<file path="src/rtl/instr_fetch_unit_if.sv">
`default_nettype none
// ============================================================================
// Module      : instr_fetch_unit_if
// Description : Bundles the fetch unit's two buses. The first is the shared
//               read strobe/address going to the four byte-lane instruction
//               memories, together with each lane's registered byte and valid.
//               The second is the valid/ready handshake that presents the
//               assembled instruction word to decode.
// Ports       : master modport = fetch unit side, slave modport = memories
//               and decode side.
// Revision    : 1.0 - initial release
// ============================================================================
interface instr_fetch_unit_if;
    logic        mem_rd_en;
    logic [8:0]  mem_rd_addr;
    logic [7:0]  lane0_data;
    logic [7:0]  lane1_data;
    logic [7:0]  lane2_data;
    logic [7:0]  lane3_data;
    logic        lane0_valid;
    logic        lane1_valid;
    logic        lane2_valid;
    logic        lane3_valid;
    logic        instr_valid;
    logic        instr_ready;
    logic [31:0] instr_word;
    logic [31:0] instr_pc;

    modport master (
        output mem_rd_en, mem_rd_addr, instr_valid, instr_word, instr_pc,
        input  lane0_data, lane1_data, lane2_data, lane3_data,
        input  lane0_valid, lane1_valid, lane2_valid, lane3_valid,
        input  instr_ready
    );

    modport slave (
        input  mem_rd_en, mem_rd_addr, instr_valid, instr_word, instr_pc,
        output lane0_data, lane1_data, lane2_data, lane3_data,
        output lane0_valid, lane1_valid, lane2_valid, lane3_valid,
        output instr_ready
    );
endinterface
`default_nettype wire

</file>
<file path="src/rtl/instr_fetch_unit.sv">
`default_nettype none
// ============================================================================
// Module      : instr_fetch_unit
// Description : Holds the fetch PC and issues one read that is shared by the
//               four byte-lane memories. It assembles the returned bytes into
//               a 32-bit word and presents that word to decode over a
//               valid/ready handshake. It also handles PC redirects and
//               records lane-protocol and alignment faults in sticky flags.
// Ports       : clk, rst        - clock, synchronous active-high reset
//               redirect_valid  - load redirect_pc this cycle (top priority)
//               redirect_pc     - new PC, low two bits forced to zero
//               bus (master)    - lane read bus plus decode handshake
//               lane_err        - sticky, lane valids missing or disagreeing
//               misalign_err    - sticky, redirect target not word aligned
// Revision    : 1.0 - initial release
// ============================================================================
module instr_fetch_unit #(
    parameter logic [31:0] RESET_PC = 32'h0000_0000
) (
    input  wire logic                 clk,
    input  wire logic                 rst,
    input  wire logic                 redirect_valid,
    input  wire logic [31:0]          redirect_pc,
    instr_fetch_unit_if.master        bus,
    output logic                      lane_err,
    output logic                      misalign_err
);

    localparam logic [31:0] c_PC_STEP = 32'd4;

    typedef enum logic [1:0] {
        S_FETCH = 2'd0,
        S_WAIT  = 2'd1,
        S_OUT   = 2'd2
    } state_t;

    state_t      r_state;
    state_t      w_state_next;
    logic [31:0] r_pc;
    logic [31:0] w_pc_next;
    logic        r_instr_valid;
    logic        w_instr_valid_next;
    logic [31:0] r_instr_word;
    logic [31:0] w_instr_word_next;
    logic [31:0] r_instr_pc;
    logic [31:0] w_instr_pc_next;
    logic        r_lane_err;
    logic        w_lane_err_next;
    logic        r_misalign_err;
    logic        w_misalign_err_next;
    logic        w_all_valid;
    logic        w_rd_en;

    assign w_all_valid = bus.lane0_valid & bus.lane1_valid &
                         bus.lane2_valid & bus.lane3_valid;

    // Strobe in FETCH, or in OUT when decode takes the word. In OUT the pc is
    // already incremented, so the next read goes out back to back. A redirect
    // cancels the strobe because the pc is about to change.
    assign w_rd_en = !rst && !redirect_valid &&
                     ((r_state == S_FETCH) ||
                      ((r_state == S_OUT) && bus.instr_ready));

    assign bus.mem_rd_en   = w_rd_en;
    assign bus.mem_rd_addr = rst ? 9'd0 : r_pc[10:2];
    assign bus.instr_valid = r_instr_valid;
    assign bus.instr_word  = r_instr_word;
    assign bus.instr_pc    = r_instr_pc;
    assign lane_err        = r_lane_err;
    assign misalign_err    = r_misalign_err;

    always_comb begin
        w_state_next        = r_state;
        w_pc_next           = r_pc;
        w_instr_valid_next  = r_instr_valid;
        w_instr_word_next   = r_instr_word;
        w_instr_pc_next     = r_instr_pc;
        w_lane_err_next     = r_lane_err;
        w_misalign_err_next = r_misalign_err;

        case (r_state)
            S_FETCH: begin
                w_state_next = S_WAIT;
            end
            S_WAIT: begin
                if (w_all_valid) begin
                    w_instr_word_next  = {bus.lane3_data, bus.lane2_data,
                                          bus.lane1_data, bus.lane0_data};
                    w_instr_pc_next    = r_pc;
                    w_pc_next          = r_pc + c_PC_STEP;
                    w_instr_valid_next = 1'b1;
                    w_state_next       = S_OUT;
                end else begin
                    // Retry the same word; pc has not moved yet.
                    w_lane_err_next = 1'b1;
                    w_state_next    = S_FETCH;
                end
            end
            S_OUT: begin
                if (bus.instr_ready) begin
                    w_instr_valid_next = 1'b0;
                    w_state_next       = S_WAIT;
                end
            end
            default: begin
                w_state_next = S_FETCH;
            end
        endcase

        // A redirect overrides everything above. Any lane response due this
        // cycle is dropped, and the lane_err update from WAIT is undone.
        if (redirect_valid) begin
            w_pc_next          = {redirect_pc[31:2], 2'b00};
            w_instr_valid_next = 1'b0;
            w_lane_err_next    = r_lane_err;
            w_state_next       = S_FETCH;
            if (redirect_pc[1:0] != 2'b00) begin
                w_misalign_err_next = 1'b1;
            end
        end
    end

    always_ff @(posedge clk) begin
        if (rst) begin
            r_state        <= S_FETCH;
            r_pc           <= RESET_PC;
            r_instr_valid  <= 1'b0;
            r_instr_word   <= 32'd0;
            r_instr_pc     <= 32'd0;
            r_lane_err     <= 1'b0;
            r_misalign_err <= 1'b0;
        end else begin
            r_state        <= w_state_next;
            r_pc           <= w_pc_next;
            r_instr_valid  <= w_instr_valid_next;
            r_instr_word   <= w_instr_word_next;
            r_instr_pc     <= w_instr_pc_next;
            r_lane_err     <= w_lane_err_next;
            r_misalign_err <= w_misalign_err_next;
        end
    end

endmodule
`default_nettype wire

</file>
<file path="src/flat_wrapper.sv">
// flat-port wrapper written by rule: the top's interface ports become plain ports
module instr_fetch_unit_flat 
#(
    parameter logic [31:0] RESET_PC = 32'h0000_0000
)
  (clk, rst, redirect_valid, redirect_pc, lane_err, misalign_err, bus_mem_rd_en, bus_mem_rd_addr, bus_instr_valid, bus_instr_word, bus_instr_pc, bus_lane0_data, bus_lane1_data, bus_lane2_data, bus_lane3_data, bus_lane0_valid, bus_lane1_valid, bus_lane2_valid, bus_lane3_valid, bus_instr_ready);
  instr_fetch_unit_if bus_i ();
  input  wire logic clk;
  input  wire logic rst;
  input  wire logic redirect_valid;
  input  wire logic [31:0] redirect_pc;
  output logic lane_err;
  output logic misalign_err;
  output wire logic [$bits(bus_i.mem_rd_en)-1:0] bus_mem_rd_en;
  output wire logic [$bits(bus_i.mem_rd_addr)-1:0] bus_mem_rd_addr;
  output wire logic [$bits(bus_i.instr_valid)-1:0] bus_instr_valid;
  output wire logic [$bits(bus_i.instr_word)-1:0] bus_instr_word;
  output wire logic [$bits(bus_i.instr_pc)-1:0] bus_instr_pc;
  input wire logic [$bits(bus_i.lane0_data)-1:0] bus_lane0_data;
  input wire logic [$bits(bus_i.lane1_data)-1:0] bus_lane1_data;
  input wire logic [$bits(bus_i.lane2_data)-1:0] bus_lane2_data;
  input wire logic [$bits(bus_i.lane3_data)-1:0] bus_lane3_data;
  input wire logic [$bits(bus_i.lane0_valid)-1:0] bus_lane0_valid;
  input wire logic [$bits(bus_i.lane1_valid)-1:0] bus_lane1_valid;
  input wire logic [$bits(bus_i.lane2_valid)-1:0] bus_lane2_valid;
  input wire logic [$bits(bus_i.lane3_valid)-1:0] bus_lane3_valid;
  input wire logic [$bits(bus_i.instr_ready)-1:0] bus_instr_ready;
  assign bus_mem_rd_en = bus_i.mem_rd_en;
  assign bus_mem_rd_addr = bus_i.mem_rd_addr;
  assign bus_instr_valid = bus_i.instr_valid;
  assign bus_instr_word = bus_i.instr_word;
  assign bus_instr_pc = bus_i.instr_pc;
  assign bus_i.lane0_data = bus_lane0_data;
  assign bus_i.lane1_data = bus_lane1_data;
  assign bus_i.lane2_data = bus_lane2_data;
  assign bus_i.lane3_data = bus_lane3_data;
  assign bus_i.lane0_valid = bus_lane0_valid;
  assign bus_i.lane1_valid = bus_lane1_valid;
  assign bus_i.lane2_valid = bus_lane2_valid;
  assign bus_i.lane3_valid = bus_lane3_valid;
  assign bus_i.instr_ready = bus_instr_ready;
  instr_fetch_unit #(.RESET_PC(RESET_PC)) u_core (.clk(clk), .rst(rst), .redirect_valid(redirect_valid), .redirect_pc(redirect_pc), .bus(bus_i), .lane_err(lane_err), .misalign_err(misalign_err));
endmodule
</file>
<file path="config.mk">
export PLATFORM = sky130hd
export DESIGN_NAME = instr_fetch_unit_flat
export DESIGN_NICKNAME = d
export VERILOG_FILES = /design/src/rtl/instr_fetch_unit_if.sv /design/src/rtl/instr_fetch_unit.sv /design/src/flat_wrapper.sv
export SDC_FILE = /design/constraint.sdc
export NUM_CORES = 1
export LEC_CHECK = 0
export CORE_MARGIN = 4
export CORE_UTILIZATION = 45
export CTS_CLUSTER_SIZE = 10
export DETAILED_ROUTE_END_ITERATION = 10
export GPL_TIMING_DRIVEN = 0
export PLACE_DENSITY = 0.8
export SLEW_MARGIN = 20
export SYNTH_ARGS = -nofsm -noshare
export SYNTH_HDL_FRONTEND = slang
export SYNTH_SLANG_ARGS = --single-unit
</file>
<file path="constraint.sdc">
create_clock -name clk -period 2.6 [get_ports clk]
set_input_delay 0.26 -clock clk [delete_from_list [all_inputs] [get_ports clk]]
set_output_delay 0.26 -clock clk [all_outputs]
set_load 0.02 [all_outputs]
</file>
## Word level (Yosys, flattened, before mapping)

Cells that the tools add are included.

| operators by class | value |
|---|---|
| $add $sub $neg | 1 |
| eq/ne operators | 4 |
| mux-type cells | 10 |
| bitwise logic cells | 5 |
| reductions and logical operators | 17 |

Operators with widths:

| operator | number |
|---|---|
| $mux 32 | 3 |
| $add 32x3->32 const B | 1 |
| $mux 9 | 1 |
| $reduce_bool 2->1 | 4 |
| $pmux 2 s3 | 1 |
| $reduce_and 2->1 | 3 |
| $reduce_and 3->1 | 2 |
| $mux 2 | 2 |
| $and 1x1->1 | 3 |
| $logic_and 1x1->1 | 3 |
| $eq 2x1->1 const B | 1 |
| $eq 2x2->1 const B | 1 |
| $logic_not 1->1 | 2 |
| $logic_not 2->1 | 1 |
| $mux 1 | 2 |
| $ne 2x1->1 const B | 1 |
| $ne 2x2->1 const B | 1 |
| $not 1->1 | 2 |
| $pmux 1 s2 | 1 |
| $reduce_or 2->1 | 1 |
| $logic_or 1x1->1 | 1 |

| word-level totals | value |
|---|---|
| flip-flop bits (word level) | 101 |
| input port bits | 72 |
| output and inout port bits | 77 |
| word-level logic and storage cells | 45 |

## Longest topological paths before layout

Gate-level depths: netlist of the first run.

| logic depth | value |
|---|---|
| depth after elaboration | 6 |
| mapped depth | 7 |

## Worst setup path before layout of the first run

Ideal clock, no wire load.

| path | value |
|---|---|
| path type | input-to-output |
| start point | in redirect_valid |
| end point | out bus_mem_rd_en |
| arrival time | 1.972 ns |
| data required time | 2.340 ns |
| setup slack | 0.368 ns |
| stages on the path | 4 |
| buffers on the path | 3 |
| path through | clkbuf_1 -> buf_1 -> buf_1 -> a2111oi_0 |

| between the ends | value |
|---|---|
| word-level cells in the longest chain between the ends | 3 |

RTL lines:

| what | line | text |
|---|---|---|
| from (decl) | flat_wrapper.sv:10 | `input wire logic redirect_valid;` |
| $logic_not 1->1 | instr_fetch_unit.sv:60 | `assign w_rd_en = !rst && !redirect_valid &&` |
| $logic_and 1x1->1 (2 in a row) | instr_fetch_unit.sv:60 |  |
| to (decl) | flat_wrapper.sv:14 | `output wire logic [$bits(bus_i.mem_rd_en)-1:0] bus_mem_rd_en;` |

Every way passes these cells.

## Worst setup path in the final report of the first run

| path | value |
|---|---|
| start point | in rst |
| end point | out bus_mem_rd_addr[2] |

| between the ends | value |
|---|---|
| word-level cells in the longest chain between the ends | 1 |

RTL lines:

| what | line | text |
|---|---|---|
| from (decl) | flat_wrapper.sv:9 | `input wire logic rst;` |
| $mux 9 | instr_fetch_unit.sv:65 | `assign bus.mem_rd_addr = rst ? 9'd0 : r_pc[10:2];` |
| to (decl) | flat_wrapper.sv:15 | `output wire logic [$bits(bus_i.mem_rd_addr)-1:0] bus_mem_rd_addr;` |

Every way passes these cells.

==> results of run 1 <==
[final timing paths]
check / from / end / slack [ps] / cells after the start
hold reg to reg: u_core.bus.instr_word[19]$_SDFFE_PP0P_ / u_core.bus.instr_word[19]$_SDFFE_PP0P_ / 460 / 2
setup reg to reg: u_core.r_state[0]$_SDFFE_PN0P_ / u_core.r_pc[9]$_SDFFE_PP0P_ / 260 / 5
setup / recovery: rst / bus_mem_rd_addr[2] / 220 / 5
hold / removal: bus_lane3_data[5] / u_core.bus.instr_word[29]$_SDFFE_PP0P_ / 430 / 3
[logic make-up (layout without fill, tap and decap cells)]
| group | Yosys count | in the layout | share of synthesized area (%) |
|---|---|---|---|
| simple gates | 267 | 267 | 29.5 |
| xor+xnor | 8 | 8 | 1.64 |
| compound gates | 120 | 120 | 17.7 |
| fa+ha+maj | 1 | 1 | 0.293 |
| other cells | 1 | 2 | 0.0879 |
| flops | 97 | 97 | 45.5 |
| buf+inv | 54 | 215 | 5.16 |
[Yosys cell counts, types with 3 or more instances]
cell,number
a2111oi_0,8
a211oi_1,10
a21oi_1,66
a311oi_1,9
and3_1,3
and4_1,13
buf_1,10
buf_2,5
buf_4,3
clkbuf_1,24
dfxtp_1,97
inv_1,12
nand2_1,146
nand3_1,12
nand4_1,7
nor2_1,29
nor2b_1,14
nor3_1,14
nor3b_1,3
nor4_1,8
o21ai_0,9
o31ai_1,3
or3_1,6
or4_1,4
xnor2_1,8
[routing by layer]
metal / wire length (um) / vias up / GRT usage (%) / share of wire (%)
li1: - / 2215 / - / -
met1: 5800 / 2069 / 30.8 / 43
met2: 6290 / 212 / 39.7 / 47
met3: 1010 / 30 / 3.61 / 7.5
met4: 350 / 0 / 7.69 / 2.6
met5: 0 / - / 0 / 0
[cell type report]
class                      count  area (sq um)  share of cell area, %
clock buffer                  10           138                   2.27
sequential                    97          1940                   32.0
tap                          129           161                   2.66
inverter                      12          45.0                  0.742
buffer                        42           176                   2.91
timing repair buffer         145          1450                   23.9
multi-input combinational    398          2110                   34.7
clock inverter                 6          50.0                  0.825
[stage by stage]
step | util [%] | setup TNS, ps
final | 65.7 | 0
after floorplan | - | 0
after global placement | 63.6 | -60.1
after global routing | 65.7 | 0
after detailed placement | 63.6 | -149
after CTS | 65.7 | 0
[registers in the layout (all words and copies together) (netlist names)]
| name | count |
|---|---|
| u_core.r_state | 2 |
| u_core.bus.instr_valid | 1 |
| u_core.bus.instr_pc | 30 |
| u_core.lane_err | 1 |
| u_core.bus.instr_word | 32 |
| u_core.r_pc | 30 |
| u_core.misalign_err | 1 |
[power groups by stage]
stage | registers [uW] | clock network [uW] | logic (uW)
floorplan | 1600 | 0 | 145
global placement | 1610 | 0 | 325
detailed placement | 1610 | 0 | 332
CTS | 1570 | 950 | 334
global route | 1580 | 1010 | 361
finish | 1580 | 948 | 335
[critical path, delay by kind of cell]
kind / cells / cell delay [ps]
buffers and inverters: 4 / 1790
and+or+nand+nor: 1 / 80
[timing repair]
action	in CTS	in global routing
setup endpoints to repair	1	9
endpoints found under the hold margin	0	0
gates cloned	0	0
hold buffers	0	0
gates resized for setup	2	2
==> results_dict.tcl, run 1 <==
set metrics [dict create \
    ioPinCount 149 \
    switchingPower_uw 768 \
    hold_path_class "in2reg" \
    relSlewSlack_pct 34.7 \
    clock.fmax_ghz 0.420 \
    first_global_vias 4318 \
    whs_ps 433 \
    num_rows 35 \
    synth_ff_type "dfxtp_1" \
    drtPass1Iterations 7 \
    cts_max_level 3 \
    status "complete, no violations" \
    mostFrequentLayoutCells "nand2_1, clkdlybuf4s50_1, dfxtp_1" \
    start_util_pct 46.1 \
    fin_area_sq_mm 0.00607 \
    ir_drop_uv 269 \
    fin_skew_ps 16.3 \
    power_frac_seq_pct 55.1 \
    place_ws_ps -149 \
    post-cts-setup-buffer-count 0 \
    synth_edf_count 0 \
    avgSynthCellArea_sq_um 7.78 \
    die_area_sq_mm 0.0111 \
    cts_tree "done" \
    place_inst 823 \
    drt-wirelength-per-cell_um 16.0 \
    ys_warn_count 0 \
    antenna_left 0 \
    drv_slew 0 \
    die_y_um 105 \
    layout.cells.most_common "nand2_1" \
    ys_types 46 \
    maxCapViolations 0 \
    crit_path_top_delay_cell "clkdlybuf4s50_1" \
    clk_pin_slew_ps 100 \
    synth_seq_cells 97 \
    critPathMostFrequentCell "clkdlybuf4s50_1" \
    syn_to_final_growth_pct 42.3 \
    fin_ws_ps 218 \
    viasPerCell 5.39 \
    placed_area_sq_mm 0.00588 \
    wl_um 13500 \
    root_buffer "clkbuf_8" \
    nets 778 \
    p_per_area_mw_per_mm2 471 \
    required_ps 2340 \
    fin_cells 839 \
    synth_top_area_share_pct 45.5 \
    io_buffers 145 \
    grtUsageTotal_pct 23.5 \
    finalSetupViolCount 0 \
    p_sw_share_pct 26.9 \
    vias 4526 \
    synthArstFlopShare_pct 0 \
    cts.sinks 97 \
    netlist_instances 548 \
    core_sq_mm 0.00924 \
    min_period_ps 2380 \
    period_share_pct 91.6 \
    path_class "in2out" \
    clk_latency_ps 370 \
    crit_arrival_ps 2120 \
    drt_iter0_markers 291 \
    layout-drive-gt1-share_pct 4.23 \
    gp_congestion 0.885 \
    rsz0062_at_grt "false" \
    antenna_found_initial 0 \
    grt-ovfl-total 0 \
    num_antenna_cells 0 \
    drc_errors 0 \
    die_width_um 105 \
    combPwrFrac_pct 11.7 \
    tightest_slew_ps 972 \
    hold_viol_final 0 \
    cp_max_fo 10 \
    power_uw 2860 \
    fillers 774 \
    intPower_uw 2090 \
    clock_power_share_pct 33.2 \
    grt_max_degree 18 \
    synth_area_leader_cell "dfxtp_1" \
    cts_made_buffers 9 \
    dpl.hpwl_um 10000 \
    crit_chain "clkdlybuf4s50_1 > clkbuf_1 > clkbuf_2 > nor2b_1 > clkdlybuf4s50_1" \
    synth_area_sq_mm 0.00426 \
    synth-seq-area-share_pct 45.5 \
    cp-end-kind "primary output" \
    critPathMaxStageDelay_ps 560 \
    clockBufferDepth 2 \
    crit_path_start_kind "input port" \
    grt_pass1_wl_um 21200 \
    synth_area_leaders "dfxtp_1, nand2_1, a21oi_1" \
    p_leak_uw 0.00199 \
]
Note: power is estimated with default switching activity, not from simulation.
==> inputs of run 2 (changes only) <==
- CORE_MARGIN: 4 -> not set
- CORE_UTILIZATION: 45 -> 30
- PLACE_DENSITY: 0.8 -> 0.57
- RECOVER_POWER: not set -> 50
==> results_dict.tcl, run 2 (synthesis results as in run 1) <==
set metrics [dict create \
    grt-ovfl-total 0 \
    drc_errors 0 \
    worstReg2RegEnd "u_core.r_pc[9]$_SDFFE_PP0P_" \
    cp_max_fo 10 \
    drt-wirelength-per-cell_um 15.8 \
    whs_ps 451 \
    tightest_slew_ps 1010 \
    hold_path_class "reg2reg" \
    status "complete, no violations" \
    p_leak_uw 0.00225 \
    cts_made_buffers 9 \
    wl_um 14000 \
    power_uw 3140 \
    min_period_ps 2460 \
    whs_path_depth 2 \
    antenna_found_initial 0 \
    relSlewSlack_pct 32.3 \
    num_rows 43 \
    cts_tree "done" \
    finalSetupViolCount 0 \
    ir_drop_uv 243 \
    cts_hold_buffers 0 \
    fin_skew_ps 9.46 \
    required_ps 2340 \
    io_buffers 145 \
    grtUsageTotal_pct 19.4 \
    fin_area_sq_mm 0.00620 \
    r2r_cells 5 \
    syn_to_final_growth_pct 45.4 \
    maxCapViolations 0 \
    crit_chain "clkdlybuf4s50_1 > clkbuf_1 > clkbuf_2 > nor2b_1 > clkdlybuf4s50_1" \
    fin_cells 890 \
    vias 4464 \
    core_sq_mm 0.0139 \
    start_util_pct 30.7 \
    tns_ps 0 \
    clk_pin_slew_ps 60 \
    placed_area_sq_mm 0.00594 \
    num_antenna_cells 0 \
    crit_path_start_kind "input port" \
    crit_arrival_ps 2200 \
    viasPerCell 5.02 \
    antenna_left 0 \
    rsz0062_at_grt "false" \
    place_inst 874 \
    nets 778 \
    first_global_vias 4241 \
    die_area_sq_mm 0.0147 \
    path_class "in2out" \
    die_width_um 121 \
    cp-end-kind "primary output" \
    largest_register_ffs 32 \
    critPathTopFamily "buffers and inverters" \
    gp_congestion 0.777 \
    path_depth 5 \
    drt_iter0_markers 355 \
    clockBufferDepth 2 \
    critPathMostFrequentCell "clkdlybuf4s50_1" \
    critPathMaxStageDelay_ps 550 \
    worstPathBufferInverterCount 4 \
    drv_slew 0 \
    grt_max_degree 15 \
    r2r_setup_slack_ps 250 \
    dpl.hpwl_um 10300 \
    regToRegStartpoint "u_core.r_state[0]$_SDFFE_PN0P_" \
    period_share_pct 94.7 \
    crit_path_end "bus_mem_rd_addr[0]" \
    grt_pass1_wl_um 21900 \
    layout.cells.most_common "nand2_1" \
    fillers 1442 \
    cts_max_level 3 \
    ioPinCount 149 \
    cts.sinks 97 \
    startpoint "rst" \
    mostFrequentLayoutCells "nand2_1, dfxtp_1, clkdlybuf4s50_1" \
    hold_viol_final 0 \
    crit_path_top_delay_cell "clkdlybuf4s50_1" \
    die_y_um 121 \
    layout-drive-gt1-share_pct 3.10 \
    root_buffer "clkbuf_16" \
    drtPass1Iterations 5 \
    clock.fmax_ghz 0.406 \
    p_per_area_mw_per_mm2 507 \
    clk_latency_ps 340 \
]
==> run 2: changes by cell type in the layout (fill, tap and decap cells not counted), moves of 8 or more <==
cell | before | now
clkbuf_1 | 23 | 31
clkbuf_16 | 0 | 9
clkbuf_8 | 10 | 1
clkdlybuf4s50_1 | 144 | 78
dlygate4sd3_1 | 0 | 66
==> run 2: layout make-up <==
cell class	instances	area, sq um	share of cell area (%)
Clock inverter	2	13.8	0.222
Inverter	12	45.0	0.727
Buffer	42	174	2.81
Tap cell	180	225	3.63
Timing Repair Buffer	145	1450	23.4
Sequential cell	97	1940	31.3
Multi-Input combinational cell	398	2090	33.8
Clock buffer	14	254	4.10
==> run 2: worst min path at each step <==
| stage | from | to | slack (ps) |
|---|---|---|---|
| finish | u_core.bus.instr_pc[13]$_SDFFE_PP0P_ | u_core.bus.instr_pc[13]$_SDFFE_PP0P_ | 450 |
| global route | bus_lane1_data[5] | u_core.bus.instr_word[13]$_SDFFE_PP0P_ | 460 |
| detailed placement | u_core.bus.instr_word[2]$_SDFFE_PP0P_ | u_core.bus.instr_word[2]$_SDFFE_PP0P_ | 450 |
| floorplan | redirect_pc[13] | u_core.r_pc[13]$_SDFFE_PP0P_ | 380 |
| global placement | u_core.misalign_err$_SDFFE_PP0P_ | u_core.misalign_err$_SDFFE_PP0P_ | 440 |
| CTS | bus_lane1_data[7] | u_core.bus.instr_word[15]$_SDFFE_PP0P_ | 450 |
==> run 2: worst min-delay path, stage by stage (launching register included) <==
cell	delay [ps]
dfxtp_1	310
nand2_1	50
a21oi_1	50
==> run 2: stage by stage <==
step	util (%)	setup slack, ps
floorplan	-	368
global placement	42.8	-86.2
global route	44.7	11.0
detailed placement	42.8	-146
CTS	44.8	137
finish	44.7	138
==> run 2: repair_timing <==
action,CTS,global route
gates resized for setup,2,0
endpoints found under the setup margin,9,0
setup buffers,0,0
==> run 2: layer usage <==
layer  vias up  GRT usage (%)  share of wire [%]
met1      2034           25.9                 45
li1       2230              -                  -
met5         -              0                  0
met4         0           8.02                1.7
met2       179           30.6                 47
met3        21           3.95                6.7
==> run 2: where the power goes <==
| part | leakage [uW] | switching, uW | internal [uW] |
|---|---|---|---|
| clock | 0.000131 | 554 | 677 |
| sequential | 0.000790 | 50.5 | 1530 |
| combinational | 0.00133 | 157 | 175 |
==> inputs of run 3 (changes only) <==
- HOLD_SLACK_MARGIN: not set -> 0.02
==> results of run 3 <==
Same layout as run 2: the final DEF is identical, and so are final timing and power.
